$ cat src/rtl/i2c_reg_transactor_if.sv
// rtl/i2c_reg_transactor_if.sv - single-access WB request/response bus to the I2C master core
interface i2c_reg_transactor_if;
  logic       ren;
  logic       wren;
  logic [2:0] addr;
  logic [7:0] wdata;
  logic [7:0] rdata;
  logic       rdata_val;
  logic       done;

  modport master (output ren, wren, addr, wdata, input rdata, rdata_val, done);
  modport slave  (input ren, wren, addr, wdata, output rdata, rdata_val, done);
endinterface

$ cat src/rtl/i2c_reg_transactor.sv
// rtl/i2c_reg_transactor.sv - turns one I2C register command into i2c_master core WB accesses
module i2c_reg_transactor #(
  parameter logic [15:0] PRESCALE      = 16'd99,
  parameter int          TIMEOUT_POLLS = 1024
) (
  input  logic                        i_clk,
  input  logic                        i_reset,
  input  logic                        i_start,
  input  logic                        i_rnw,
  input  logic [6:0]                  i_dev_addr,
  input  logic [7:0]                  i_reg_addr,
  input  logic [7:0]                  i_wdata,
  output logic                        o_busy,
  output logic                        o_done,
  output logic [7:0]                  o_rdata,
  output logic                        o_nack,
  output logic                        o_timeout,
  i2c_reg_transactor_if.master        wb
);
  localparam logic [2:0] A_PRERLO = 3'd0;
  localparam logic [2:0] A_PRERHI = 3'd1;
  localparam logic [2:0] A_CTR    = 3'd2;
  localparam logic [2:0] A_TXRXR  = 3'd3;
  localparam logic [2:0] A_CRSR   = 3'd4;
  localparam logic [7:0] CTR_EN   = 8'h80;
  localparam logic [7:0] CR_STO   = 8'h40;
  localparam int         PCW      = $clog2(TIMEOUT_POLLS + 1);
  localparam logic [PCW-1:0] POLL_LAST = PCW'(TIMEOUT_POLLS - 1);

  typedef enum logic [3:0] {
    S_INIT_PRL, S_INIT_PRH, S_INIT_CTR, S_IDLE,
    S_TX_WR, S_CR_WR, S_POLL_RD, S_RX_RD, S_STOP_WR
  } state_t;

  state_t         state_q, state_d;
  logic           wait_q, wait_d;
  logic [PCW-1:0] poll_q, poll_d;
  logic [1:0]     byte_q, byte_d;
  logic           rnw_q, rnw_d;
  logic [6:0]     dev_q, dev_d;
  logic [7:0]     reg_q, reg_d;
  logic [7:0]     cmd_wdata_q, cmd_wdata_d;
  logic           stopping_q, stopping_d;
  logic [7:0]     hold_q, hold_d;
  logic           ren_d, wren_d, busy_d, done_d, nack_d, tout_d;
  logic [2:0]     addr_d;
  logic [7:0]     wdata_d, rdata_d;
  logic [7:0]     rd_cur, tx_byte, cr_byte;

  // Byte 3 exists only for reads: the data byte, clocked in with NACK and STOP.
  always_comb begin
    tx_byte = {dev_q, 1'b0};
    cr_byte = 8'h90;
    case (byte_q)
      2'd1: begin
        tx_byte = reg_q;
        cr_byte = 8'h10;
      end
      2'd2: begin
        tx_byte = rnw_q ? {dev_q, 1'b1} : cmd_wdata_q;
        cr_byte = rnw_q ? 8'h90 : 8'h50;
      end
      2'd3: cr_byte = 8'h68;
      default: ;
    endcase
  end

  // Read data may arrive with or before the ack, so use it live when valid.
  assign rd_cur = wb.rdata_val ? wb.rdata : hold_q;

  always_comb begin
    state_d     = state_q;
    wait_d      = wait_q;
    poll_d      = poll_q;
    byte_d      = byte_q;
    rnw_d       = rnw_q;
    dev_d       = dev_q;
    reg_d       = reg_q;
    cmd_wdata_d = cmd_wdata_q;
    stopping_d  = stopping_q;
    hold_d      = (wait_q && wb.rdata_val) ? wb.rdata : hold_q;
    ren_d       = 1'b0;
    wren_d      = 1'b0;
    addr_d      = wb.addr;
    wdata_d     = wb.wdata;
    busy_d      = o_busy;
    done_d      = 1'b0;
    nack_d      = o_nack;
    tout_d      = o_timeout;
    rdata_d     = o_rdata;

    if (state_q == S_IDLE) begin
      if (i_start) begin
        rnw_d       = i_rnw;
        dev_d       = i_dev_addr;
        reg_d       = i_reg_addr;
        cmd_wdata_d = i_wdata;
        byte_d      = 2'd0;
        stopping_d  = 1'b0;
        nack_d      = 1'b0;
        tout_d      = 1'b0;
        busy_d      = 1'b1;
        state_d     = S_TX_WR;
      end
    end else if (!wait_q) begin
      wait_d = 1'b1;
      wren_d = 1'b1;
      case (state_q)
        S_INIT_PRL: begin addr_d = A_PRERLO; wdata_d = PRESCALE[7:0];  end
        S_INIT_PRH: begin addr_d = A_PRERHI; wdata_d = PRESCALE[15:8]; end
        S_INIT_CTR: begin addr_d = A_CTR;    wdata_d = CTR_EN;         end
        S_TX_WR:    begin addr_d = A_TXRXR;  wdata_d = tx_byte;        end
        S_CR_WR:    begin addr_d = A_CRSR;   wdata_d = cr_byte;        end
        S_POLL_RD:  begin wren_d = 1'b0; ren_d = 1'b1; addr_d = A_CRSR;  end
        S_RX_RD:    begin wren_d = 1'b0; ren_d = 1'b1; addr_d = A_TXRXR; end
        default:    begin addr_d = A_CRSR;   wdata_d = CR_STO;         end
      endcase
    end else if (wb.done) begin
      wait_d = 1'b0;
      case (state_q)
        S_INIT_PRL: state_d = S_INIT_PRH;
        S_INIT_PRH: state_d = S_INIT_CTR;
        S_INIT_CTR: begin state_d = S_IDLE; busy_d = 1'b0; end
        S_TX_WR:    state_d = S_CR_WR;
        S_CR_WR:    begin state_d = S_POLL_RD; poll_d = '0; end
        S_POLL_RD: begin
          if (rd_cur[1]) begin
            if (poll_q == POLL_LAST) begin
              tout_d  = 1'b1;
              state_d = S_STOP_WR;
            end else begin
              poll_d = poll_q + PCW'(1);
            end
          end else if (stopping_q) begin
            state_d = S_IDLE; busy_d = 1'b0; done_d = 1'b1;
          end else if (byte_q == 2'd3) begin
            state_d = S_RX_RD;
          end else if (rd_cur[7]) begin
            nack_d     = 1'b1;
            stopping_d = 1'b1;
            state_d    = S_STOP_WR;
          end else if (byte_q == 2'd2 && !rnw_q) begin
            state_d = S_IDLE; busy_d = 1'b0; done_d = 1'b1;
          end else begin
            byte_d  = byte_q + 2'd1;
            state_d = (byte_q == 2'd2) ? S_CR_WR : S_TX_WR;
          end
        end
        S_RX_RD: begin
          rdata_d = rd_cur;
          state_d = S_IDLE; busy_d = 1'b0; done_d = 1'b1;
        end
        default: begin
          // After a timeout STOP the bus is presumed stuck: finish without polling.
          if (o_timeout) begin
            state_d = S_IDLE; busy_d = 1'b0; done_d = 1'b1;
          end else begin
            state_d = S_POLL_RD;
            poll_d  = '0;
          end
        end
      endcase
    end
  end

  always_ff @(posedge i_clk) begin
    if (i_reset) begin
      state_q     <= S_INIT_PRL;
      wait_q      <= 1'b0;
      poll_q      <= '0;
      byte_q      <= 2'd0;
      rnw_q       <= 1'b0;
      dev_q       <= 7'd0;
      reg_q       <= 8'd0;
      cmd_wdata_q <= 8'd0;
      stopping_q  <= 1'b0;
      hold_q      <= 8'd0;
      wb.ren      <= 1'b0;
      wb.wren     <= 1'b0;
      wb.addr     <= 3'd0;
      wb.wdata    <= 8'd0;
      o_busy      <= 1'b1;
      o_done      <= 1'b0;
      o_nack      <= 1'b0;
      o_timeout   <= 1'b0;
      o_rdata     <= 8'd0;
    end else begin
      state_q     <= state_d;
      wait_q      <= wait_d;
      poll_q      <= poll_d;
      byte_q      <= byte_d;
      rnw_q       <= rnw_d;
      dev_q       <= dev_d;
      reg_q       <= reg_d;
      cmd_wdata_q <= cmd_wdata_d;
      stopping_q  <= stopping_d;
      hold_q      <= hold_d;
      wb.ren      <= ren_d;
      wb.wren     <= wren_d;
      wb.addr     <= addr_d;
      wb.wdata    <= wdata_d;
      o_busy      <= busy_d;
      o_done      <= done_d;
      o_nack      <= nack_d;
      o_timeout   <= tout_d;
      o_rdata     <= rdata_d;
    end
  end
endmodule

$ cat src/flat_wrapper.sv
// flat-port wrapper written by rule: the top's interface ports become plain ports
module i2c_reg_transactor_flat 
#(
  parameter logic [15:0] PRESCALE      = 16'd99,
  parameter int          TIMEOUT_POLLS = 1024
)
  (i_clk, i_reset, i_start, i_rnw, i_dev_addr, i_reg_addr, i_wdata, o_busy, o_done, o_rdata, o_nack, o_timeout, wb_ren, wb_wren, wb_addr, wb_wdata, wb_rdata, wb_rdata_val, wb_done);
  i2c_reg_transactor_if wb_i ();
  input  logic i_clk;
  input  logic i_reset;
  input  logic i_start;
  input  logic i_rnw;
  input  logic [6:0] i_dev_addr;
  input  logic [7:0] i_reg_addr;
  input  logic [7:0] i_wdata;
  output logic o_busy;
  output logic o_done;
  output logic [7:0] o_rdata;
  output logic o_nack;
  output logic o_timeout;
  output wire logic [$bits(wb_i.ren)-1:0] wb_ren;
  output wire logic [$bits(wb_i.wren)-1:0] wb_wren;
  output wire logic [$bits(wb_i.addr)-1:0] wb_addr;
  output wire logic [$bits(wb_i.wdata)-1:0] wb_wdata;
  input wire logic [$bits(wb_i.rdata)-1:0] wb_rdata;
  input wire logic [$bits(wb_i.rdata_val)-1:0] wb_rdata_val;
  input wire logic [$bits(wb_i.done)-1:0] wb_done;
  assign wb_ren = wb_i.ren;
  assign wb_wren = wb_i.wren;
  assign wb_addr = wb_i.addr;
  assign wb_wdata = wb_i.wdata;
  assign wb_i.rdata = wb_rdata;
  assign wb_i.rdata_val = wb_rdata_val;
  assign wb_i.done = wb_done;
  i2c_reg_transactor #(.PRESCALE(PRESCALE), .TIMEOUT_POLLS(TIMEOUT_POLLS)) u_core (.i_clk(i_clk), .i_reset(i_reset), .i_start(i_start), .i_rnw(i_rnw), .i_dev_addr(i_dev_addr), .i_reg_addr(i_reg_addr), .i_wdata(i_wdata), .o_busy(o_busy), .o_done(o_done), .o_rdata(o_rdata), .o_nack(o_nack), .o_timeout(o_timeout), .wb(wb_i));
endmodule
$ cat config.mk
export PLATFORM = sky130hd
export DESIGN_NAME = i2c_reg_transactor_flat
export DESIGN_NICKNAME = d
export VERILOG_FILES = /design/src/rtl/i2c_reg_transactor_if.sv /design/src/rtl/i2c_reg_transactor.sv /design/src/flat_wrapper.sv
export SDC_FILE = /design/constraint.sdc
export NUM_CORES = 1
export LEC_CHECK = 0
export ABC_AREA = 1
export BUFFER_PORTS_ARGS = -buffer_cell sky130_fd_sc_hd__buf_2
export CAP_MARGIN = 20
export CELL_PAD_IN_SITES_DETAIL_PLACEMENT = 2
export CELL_PAD_IN_SITES_GLOBAL_PLACEMENT = 2
export CORE_UTILIZATION = 32
export CTS_BUF_LIST = sky130_fd_sc_hd__clkbuf_2
export CTS_CLUSTER_DIAMETER = 30
export CTS_CLUSTER_SIZE = 24
export DETAILED_ROUTE_END_ITERATION = 10
export GPL_TIMING_DRIVEN = 0
export PLACE_DENSITY = 0.8
export SLEW_MARGIN = 25
export SYNTH_ARGS = -nofsm -noshare
export SYNTH_HDL_FRONTEND = slang
export SYNTH_SLANG_ARGS = --single-unit
$ cat constraint.sdc
create_clock -name i_clk -period 2.2 [get_ports i_clk]
set_input_delay 0.33 -clock i_clk [delete_from_list [all_inputs] [get_ports i_clk]]
set_output_delay 0.33 -clock i_clk [all_outputs]
set_load 0.05 [all_outputs]
==> results of run 1 <==
cell type report:
type                    instances  area [um^2]
plain buffers                  19          101
clock buffers                   9         45.0
clock inverters                 6          136
fillers                      1387         6870
inverters                      67          254
multi-input cells             392         1910
flip-flops and latches         76         1520
well taps                     143          179
repair buffers                 75          450
power breakdown:
group / internal (mW) / leakage (nW) / switching, mW
combinational: 0.121 / 1.20 / 0.271
sequential: 1.41 / 0.616 / 0.0212
clock: 0.600 / 0.0986 / 0.553
state kept, by name (all words and copies together), names as in the netlist, 2 cells and up:
name and cells:
u_core.wb.wdata 8, u_core.byte_q 2, u_core.hold_q 8, u_core.dev_q 7
u_core.cmd_wdata_q 8, u_core.poll_q 11, u_core.state_q 4, u_core.wb.addr 3
u_core.reg_q 8, u_core.o_rdata 8
repair_timing:
item	CTS	global route
gates resized for setup	0	3
setup endpoints to repair	0	9
hold buffers	15	0
endpoints found under the hold margin	15	0
per-stage QoR:
stage | setup slack [ns] | utilization [%] | hold WS [ns] | power [mW]
global placement | 0.263 | 37.1 | 0.436 | 1.81
floorplan | 0.624 | - | 0.424 | 1.70
detailed placement | 0.117 | 37.1 | 0.448 | 1.83
global route | 0.0618 | 40.1 | 0.0191 | 3.10
finish | 0.265 | 40.1 | 0.0411 | 2.98
CTS | 0.0602 | 40.0 | 0.00457 | 3.01
synth_stat cells:
master,n,area (um^2)
sky130_fd_sc_hd__nand4_1,8,50.1
sky130_fd_sc_hd__nand3_2,1,10.0
sky130_fd_sc_hd__buf_6,3,33.8
sky130_fd_sc_hd__a31oi_1,1,6.26
sky130_fd_sc_hd__o22ai_1,7,43.8
sky130_fd_sc_hd__o21bai_2,1,11.3
sky130_fd_sc_hd__nor3_4,1,16.3
sky130_fd_sc_hd__nor3_1,4,20.0
sky130_fd_sc_hd__nor2_2,6,37.5
sky130_fd_sc_hd__a21oi_1,71,355
sky130_fd_sc_hd__nand2_2,10,62.6
sky130_fd_sc_hd__clkbuf_1,10,37.5
sky130_fd_sc_hd__inv_2,7,26.3
sky130_fd_sc_hd__clkbuf_2,1,5.00
sky130_fd_sc_hd__dfxtp_1,76,1520
sky130_fd_sc_hd__ha_1,6,75.1
sky130_fd_sc_hd__o211ai_1,3,22.5
sky130_fd_sc_hd__nor2_1,44,165
sky130_fd_sc_hd__buf_2,5,25.0
sky130_fd_sc_hd__a22oi_1,1,7.51
sky130_fd_sc_hd__nand3_1,32,160
sky130_fd_sc_hd__xor2_1,1,8.76
sky130_fd_sc_hd__nor3b_1,2,15.0
sky130_fd_sc_hd__nor2_8,1,20.0
sky130_fd_sc_hd__nor2_4,1,11.3
sky130_fd_sc_hd__o21ai_2,2,17.5
sky130_fd_sc_hd__o21ai_0,42,210
sky130_fd_sc_hd__nand2_1,139,522
sky130_fd_sc_hd__inv_1,59,221
sky130_fd_sc_hd__o31ai_1,1,7.51
sky130_fd_sc_hd__o21ai_1,5,25.0
sky130_fd_sc_hd__a211oi_1,2,15.0
sky130_fd_sc_hd__inv_4,1,6.26
cell families (layout without fill, tap and decap cells):
logic type | Yosys count | count (layout) | synth area share [%]
flops | 76 | 76 | 40.3
simple gates | 249 | 249 | 28.9
buf+inv | 86 | 176 | 9.42
fa+ha+maj | 6 | 6 | 1.99
compound gates | 136 | 136 | 19.1
xor+xnor | 1 | 1 | 0.232
worst paths after layout:
| check | slack [ns] | cells past startpoint | from | to |
|---|---|---|---|---|
| setup / recovery | 0.27 | 10 | u_core.poll_q[1]$_SDFFE_PP0P_ | u_core.poll_q[8]$_SDFFE_PP0P_ |
| hold reg to reg | 0.47 | 2 | u_core.hold_q[0]$_SDFFE_PP0P_ | u_core.hold_q[0]$_SDFFE_PP0P_ |
| hold / removal | 0.04 | 3 | wb_rdata[4] | u_core.hold_q[4]$_SDFFE_PP0P_ |
| setup reg to reg | 0.27 | 10 | u_core.poll_q[1]$_SDFFE_PP0P_ | u_core.poll_q[8]$_SDFFE_PP0P_ |
critical path, cell delays in order (launching register included):
cell,delay (ns)
sky130_fd_sc_hd__dfxtp_1,0.44
sky130_fd_sc_hd__ha_1,0.22
sky130_fd_sc_hd__nand2_1,0.09
sky130_fd_sc_hd__nor2_2,0.24
sky130_fd_sc_hd__nand3_1,0.20
sky130_fd_sc_hd__nor2_1,0.14
sky130_fd_sc_hd__nor2_1,0.06
sky130_fd_sc_hd__nand3_2,0.07
sky130_fd_sc_hd__buf_6,0.15
sky130_fd_sc_hd__nand2_1,0.07
sky130_fd_sc_hd__a21oi_1,0.15
per-layer routing:
metal / GRT usage (%) / share of wire [%] / up-vias
li1: - / - / 1981
met3: 3.29 / 2.9 / 17
met1: 29.9 / 45 / 1954
met4: 9.24 / 1.9 / 0
met2: 42.3 / 50 / 73
met5: 0 / 0 / -
cells in the final DEF (no fill, tap or decap), types with 6 or more instances in the layout:
cell type	Yosys	final
sky130_fd_sc_hd__dlygate4sd3_1	0	15
sky130_fd_sc_hd__a21oi_1	71	71
sky130_fd_sc_hd__nor2_2	6	7
sky130_fd_sc_hd__clkbuf_2	1	10
sky130_fd_sc_hd__nand3_1	32	32
sky130_fd_sc_hd__buf_2	5	65
sky130_fd_sc_hd__nand2_2	10	10
sky130_fd_sc_hd__dfxtp_1	76	76
sky130_fd_sc_hd__o22ai_1	7	7
sky130_fd_sc_hd__inv_1	59	59
sky130_fd_sc_hd__o21ai_0	42	42
sky130_fd_sc_hd__clkbuf_1	10	10
sky130_fd_sc_hd__inv_2	7	7
sky130_fd_sc_hd__ha_1	6	6
sky130_fd_sc_hd__nand4_1	8	8
sky130_fd_sc_hd__nor2_1	44	43
sky130_fd_sc_hd__nand2_1	139	138
==> summary by stage, run 1 <==
Global routing
The first global-routing pass estimated approximately 23000 um of wire. The overflow left after global routing is 0. Global routing used between 20% and 30% of the available tracks across all layers. The pin count of the biggest net entering global routing is 14. The number of antenna violations at the first check in global routing is 0. The via count of the first global-routing pass came to approximately 4500.

Drt
The number of DRC violations after detailed-routing iteration 0 is 120. The detailed-route wire length per cell is 17.8 um. The count of nets left with antenna violations once routing finished came out at 0. For this run, the detailed router's first-pass iteration total came to 4. The average via count per standard cell is a little over 5.

The routed design has ~14000 um of wire. The routed layout has 4025 vias. The number of DRC violations after detailed routing is 0.

Timing
The hold violation total from the final report is 0. The final worst clock skew is roughly 0.035 ns. The count of final max-slew check failures is 0. In the final timing run, aggregate negative setup slack is 0 ns. The actual slew at the worst max-slew pin is between 0.6 and 0.7 ns. Counting I/O delays and the setup requirement, the final critical path takes just under 2 ns. The upper clock frequency limit is 0.517 GHz.

The number of setup violations in the final report is 0. Setup repair after global routing left no endpoint under its margin. The worst slew margin relative to its limit is between 50% and 60%. In the finished design, the share of the clock period the worst path needs comes to just under 90%.

Floorplanning
The die span in x is 111 um. For this design the top-level I/O count stands at 62. The total area inside the core boundary comes to between 0.01 and 0.015 mm^2.

The floorplan die height is roughly 110 um. The initialized floorplan defines 39 standard-cell rows. The starting density of the core is 32.9%. The die covers ~0.012 mm^2.

Logic synthesis
The area of the mapped netlist is roughly 0.0038 mm^2. Counting every net in the synthesized netlist gives around 600. Summing the sequential cell areas from Yosys gives 40.3% of the chip area. The count of yosys warnings during synthesis is 0.

The unique cell type count in the Yosys netlist is 33. The mean post-synth cell area is 6.81 um^2. The post-synthesis sequential element count is 76. The number of instances in the synthesized netlist is ~550.

Setup path
Data on the critical path arrives at its endpoint at 2.44 ns. The kind of start point of the critical path is a flop. The worst setup path is captured at a flop.

The data required time at the worst endpoint is about 2.7 ns. The critical setup path kind is reg2reg. The critical-path maximum fanout is 10.

Pwr
Across the VDD grid, the largest voltage drop is about 0.00040 V. In this run the power density over the cells is 649 mW/mm^2. The static leakage is 1.91 nW.

Layout
With fillers left out, the area of the finished cells amounts to between 0.004 and 0.005 mm^2. In the final layout, the share of cells above drive strength 1 is a little under a fifth. The number of diodes is 0.

Compared with the post-synthesis result, the final layout area differs by 21.8%. The number of cells in the finished layout apart from fillers is between 700 and 800. The number of nets at the end of the flow is between 600 and 700.

CTS
The tree is rooted in a sky130_fd_sc_hd__clkbuf_2. The latest clock arrival within the worst-skew pair is 0.59 ns. Clock tree synthesis inserted a total of 9 buffers. The clock input transition at the sequential cells of the worst setup and hold paths is about 0.25 ns. The count of buffers added by post-CTS timing repair for setup is 0.

The H-tree depth is 3. In this run the deepest clock path goes through 2 buffers. The number of clock sinks is 76. TritonCTS built the clock tree.

Place
The routability congestion estimate is approximately 0.83. Once placement finished, the instance area stood at 0.00425 mm^2. Input and output buffers added on the ports amount to 60. The number of instances in the placed design is around 760.

The wire-length estimate of the detail-placed layout is 10300 um.

Run
The count of maximum capacitance violations is 0.

Status
The run finished with clean final reports.

Worst hold path
The worst hold path belongs to the class in2reg.
Note: power is estimated with default switching activity, not from simulation.
==> run 2: changes to the inputs <==
--- a/config.mk
+++ b/config.mk
@@ -5,18 +5,18 @@
 export SDC_FILE = /design/constraint.sdc
 export NUM_CORES = 1
 export LEC_CHECK = 0
-export ABC_AREA = 1
+export ABC_AREA = 0
 export BUFFER_PORTS_ARGS = -buffer_cell sky130_fd_sc_hd__buf_2
 export CAP_MARGIN = 20
 export CELL_PAD_IN_SITES_DETAIL_PLACEMENT = 2
 export CELL_PAD_IN_SITES_GLOBAL_PLACEMENT = 2
-export CORE_UTILIZATION = 32
+export CORE_UTILIZATION = 34
 export CTS_BUF_LIST = sky130_fd_sc_hd__clkbuf_2
 export CTS_CLUSTER_DIAMETER = 30
 export CTS_CLUSTER_SIZE = 24
 export DETAILED_ROUTE_END_ITERATION = 10
 export GPL_TIMING_DRIVEN = 0
-export PLACE_DENSITY = 0.8
+export PLACE_DENSITY = 0.79
 export SLEW_MARGIN = 25
 export SYNTH_ARGS = -nofsm -noshare
 export SYNTH_HDL_FRONTEND = slang
==> summary by stage, run 2 <==
Logic synthesis
The area of the mapped netlist was 0.00370 mm^2 (-2.0%). The post-synthesis adder-cell area fraction was 2.03% (+0.041 points). Among all flip-flop cells after synthesis, the most frequent one is sky130_fd_sc_hd__dfxtp_1.

By area the synthesized netlist is led by sky130_fd_sc_hd__dfxtp_1 41%, sky130_fd_sc_hd__nand2_1 8.6%, sky130_fd_sc_hd__a21oi_1 6.4%, sky130_fd_sc_hd__nor2_1 4.3%, sky130_fd_sc_hd__a211oi_1 3.7%. The library cell occupying the most area in the post-synthesis netlist is sky130_fd_sc_hd__dfxtp_1. The parity-gate share of the synthesized area counting xor and xnor cells came to 2.81% (+2.6 points). The share of synthesized area spent on multiplexers is 3.72% (+3.7 points). The area share of the largest cell type after synthesis is 41.2% (+0.83 points). The unique cell type count in the Yosys netlist is 67 (+100%).

The number of enable flip-flop cells after synthesis is 0 (unchanged). The dominant cell by count in the synthesized netlist is sky130_fd_sc_hd__nand2_1. By area, the combinational part of the netlist is dominated by simple AND/OR/NAND/NOR gates. The number of instances in the synthesized netlist is 446 (-19%). The count of yosys warnings during synthesis is 0 (unchanged).

The net count after synthesis is 489 (-18%). The post-synthesis sequential element count came to 76 (unchanged). The share of synthesized registers carrying an async set or reset was 0% (unchanged).

The mean post-synth cell area is 8.29 um^2 (+22%). The post-synthesis compound-gate area fraction was 22.5% (+3.4 points). The simple-gate share of the synthesized area is 22.9% (-6.0 points). The post-synthesis sequential area ratio is 41.2% (+0.83 points). By count the netlist is led by 85 x sky130_fd_sc_hd__nand2_1, 76 x sky130_fd_sc_hd__dfxtp_1, 47 x sky130_fd_sc_hd__a21oi_1.

Pwr
The worst voltage drop across the vdd grid came to 0.000376 V (-6.1%). The internal power component is 1.74 mW (-18%). The power after layout came to 2.57 mW (-14%). The static leakage is 1.74 nW (-9.1%). The switching share of power came to 32.3% (+3.9 points). The clock power share came to 25.2% (-14 points). The power per standard cell area is 557 mW/mm^2 (-14%). The proportion of power drawn by flip-flops and latches is 55.8% (+7.7 points). The fraction of power consumed by combinational cells came to 18.9% (+5.7 points). The switching power total is 831 uW (-1.7%).

CTS
TritonCTS built the clock tree. The clock root buffer is sky130_fd_sc_hd__clkbuf_2. The clock buffer count from CTS is 9 (unchanged). The maximum count of clock buffers along a single path is 2 (unchanged).

The clock input transition at the sequential cells of the worst setup and hold paths is 0.22 ns (-0.03 ns). The number of clock sinks was 76 (unchanged). The H-tree depth was 3 (unchanged). The latest clock arrival within the worst-skew pair is 0.57 ns (-0.02 ns).

Place
The cell area after placement was 0.00416 mm^2 (-2.1%). The count of input and output buffers is 59 (-1.7%). The number of instances in the placed design is 641 (-15%). The routability congestion estimate is 0.828 (-0.44%).

The detailed placer's ending HPWL is 9000 um (-12%).

Layout
u_core.poll_q holds more flip-flops than any other register. The number of cells in the finished layout apart from fillers came to 691 (-12%). The library cell used most frequently in the layout, excluding fill and tap cells, is sky130_fd_sc_hd__nand2_1. The number of nets at the end of the flow is 592 (-13%).

The utilization after layout was 44.4% (+4.3 points). The flip-flop count of the largest register after layout was 11 (unchanged). The layout overhead on the synthesized area is 25.1%. The fraction of layout instances using a drive strength above 1 is 20.6% (+2.4 points). In the layout the commonest cells are 85 x sky130_fd_sc_hd__nand2_1, 74 x sky130_fd_sc_hd__dfxtp_1, 64 x sky130_fd_sc_hd__buf_2. The finished layout cell area was 0.00462 mm^2 (+0.65%).

Setup path
The type of element capturing the critical path is a flop. The critical path in this run is classified as reg2reg. The source of the critical timing path is u_core.byte_q[0]$_SDFFE_PP0P_. The destination of the worst register-to-register timing path is u_core.o_busy$_SDFFE_PP1P_. The critical-path maximum fanout is 6 (-4). The data required time at the worst endpoint is 2.66 ns (-0.04 ns). The kind of start point of the critical path is a flop. The number of cells on the worst reg-to-reg path is 7 (-3). The signal arrival time at the worst endpoint was 2.59 ns (+0.15 ns). The register-to-register setup slack is 0.07 ns (-0.20 ns). The capturing element of the worst setup path is u_core.o_busy$_SDFFE_PP1P_. The critical register-to-register path startpoint is u_core.byte_q[0]$_SDFFE_PP0P_.

Timing
Setup repair after global routing could not meet its margin everywhere. The final worst clock skew is 0.0286 ns (-0.00605 ns). The count of final max-slew check failures is 0 (unchanged). The number of setup violations in the final report came to 0 (unchanged). The post-route worst hold slack is 0.0840 ns (+0.0429 ns).

The clock period minus worst slack is 2.13 ns (+0.196 ns). The hold violation total from the final report is 0 (unchanged). The worst slew margin relative to its limit is 58.3% (+3.2 points).

The upper clock frequency limit is 0.469 GHz (-9.2%). The ratio of final minimum period to clock period is 96.8% (+8.9 points). The actual slew at the worst max-slew pin is 0.625 ns (-0.0477 ns).

Global routing
The total track usage is 25.1% (+0.94 points). The via count of the first global-routing pass was 4006 (-11%). The global-route wire length before repair is 21600 um (-6.8%). The overflow left after global routing came to 0 (unchanged).

The number of antenna violations at the first check in global routing came to 1 (+1). The pin count of the biggest net entering global routing is 13 (-1).

Drt
The number of DRC violations after detailed routing came to 0 (unchanged). The number of optimization iterations in the first detailed-route pass is 4 (unchanged). The detailed-route wire length per cell is 19.1 um (+7.7%).

The via count is 3689 (-8.3%). The average via count per standard cell came to 5.34 (+4.4%). The total routed wirelength came to 13200 um (-5.5%). The final antenna-violating net count came to 0 (unchanged).

The number of DRC violations after detailed-routing iteration 0 is 144 (+20%).

Floorplanning
The starting density of the core came to 35.5% (+2.6 points). The floorplan die height is 106 um (-3.9%). The die outline area is 0.0113 mm^2 (-7.7%).

The row count was 37 (-5.1%). The area inside the core boundary was 0.0104 mm^2 (-9.2%). The I/O pin count was 62 (unchanged). The die span in x is 106 um (-3.9%).

Status
The run finished with clean final reports.

Worst hold path
The worst hold path belongs to the class in2reg.

Run
The count of maximum capacitance violations came to 0 (unchanged).
[run 2: changes by cell type in the layout (fill, tap and decap cells not counted), moves of 9 or more]
cell,previous run,this run
sky130_fd_sc_hd__mux2i_1,0,10
sky130_fd_sc_hd__dlygate4sd3_1,15,32
sky130_fd_sc_hd__nand2_2,10,0
sky130_fd_sc_hd__a211oi_1,2,18
sky130_fd_sc_hd__nand3_1,32,11
sky130_fd_sc_hd__o21ai_0,42,12
sky130_fd_sc_hd__nand2_1,138,85
sky130_fd_sc_hd__a21oi_1,71,47
sky130_fd_sc_hd__xnor2_1,0,9
sky130_fd_sc_hd__inv_1,59,8
[run 2: timing repair]
action,4_1_cts,5_1_grt
pin swaps,0,2
hold endpoints to repair,32,0
endpoints found under the setup margin,1,34
hold buffers,32,0
setup buffers,0,2
gates resized for setup,1,18
[run 2: power by group through the flow]
stage | Sequential [mW] | Clock, mW | Combinational (mW)
after floorplan | 1.51 | 0 | 0.233
after global placement | 1.46 | 0 | 0.410
after detailed placement | 1.46 | 0 | 0.422
after CTS | 1.44 | 0.683 | 0.467
after global routing | 1.44 | 0.743 | 0.528
final | 1.44 | 0.650 | 0.487
[run 2: worst min path at each step]
stage	depth (start not counted)	slack, ns	endpoint	from
2_1_floorplan	2	0.43	u_core.cmd_wdata_q[0]$_SDFFE_PP0P_	u_core.cmd_wdata_q[0]$_SDFFE_PP0P_
3_3_place_gp	2	0.44	u_core.wb.wdata[1]$_SDFFE_PP0P_	u_core.wb.wdata[1]$_SDFFE_PP0P_
3_5_place_dp	2	0.45	u_core.wb.wdata[7]$_SDFFE_PP0P_	u_core.wb.wdata[7]$_SDFFE_PP0P_
4_1_cts	3	0.04	u_core.byte_q[1]$_SDFFE_PP0P_	i_start
5_1_grt	3	0.02	u_core.byte_q[1]$_SDFFE_PP0P_	i_start
6_report	3	0.08	u_core.byte_q[1]$_SDFFE_PP0P_	i_start
[run 2: critical path, cell delays in order (launching register included)]
cell and delay [ns]:
sky130_fd_sc_hd__dfxtp_4 0.40, sky130_fd_sc_hd__inv_1 0.08, sky130_fd_sc_hd__ha_2 0.23, sky130_fd_sc_hd__or3b_4 0.40
sky130_fd_sc_hd__a21oi_1 0.14, sky130_fd_sc_hd__o21ai_0 0.09, sky130_fd_sc_hd__a221o_1 0.39, sky130_fd_sc_hd__a211o_1 0.31
[run 2: final cells by class]
cell class / instances / area (um^2)
fillers: 1219 / 5790
clock buffers: 10 / 50.0
plain buffers: 30 / 151
flip-flops and latches: 76 / 1530
repair buffers: 93 / 631
well taps: 136 / 170
inverters: 8 / 30.0
multi-input cells: 331 / 2030
diodes: 1 / 2.50
clock inverters: 6 / 31.3
[run 2: metal layers]
layer | track usage, % | routed length, um | vias to the layer above
li1 | - | - | 1781
met1 | 32.3 | 5920 | 1823
met2 | 41.5 | 6590 | 69
met3 | 5.15 | 450 | 16
met4 | 8.73 | 255 | 0
met5 | 0 | 0 | -
[run 2: cells by family (layout without fill, tap and decap cells)]
family	count (synthesis)	in the layout
xor gates and xnor gates	11	11
muxes	13	13
other	0	1
adders and majority gates	6	6
buffers and inverters	39	147
DFF	76	76
and+or+nand+nor	181	181
AOI/OAI and AO/OA	120	120
[run 2: metrics by stage]
stage	TNS, ns	setup slack (ns)
6_report	0	0.0693
5_1_grt	-0.0984	-0.0407
3_5_place_dp	0	0.0228
2_1_floorplan	0	0.268
4_1_cts	0	0.0198
3_3_place_gp	0	0.0626
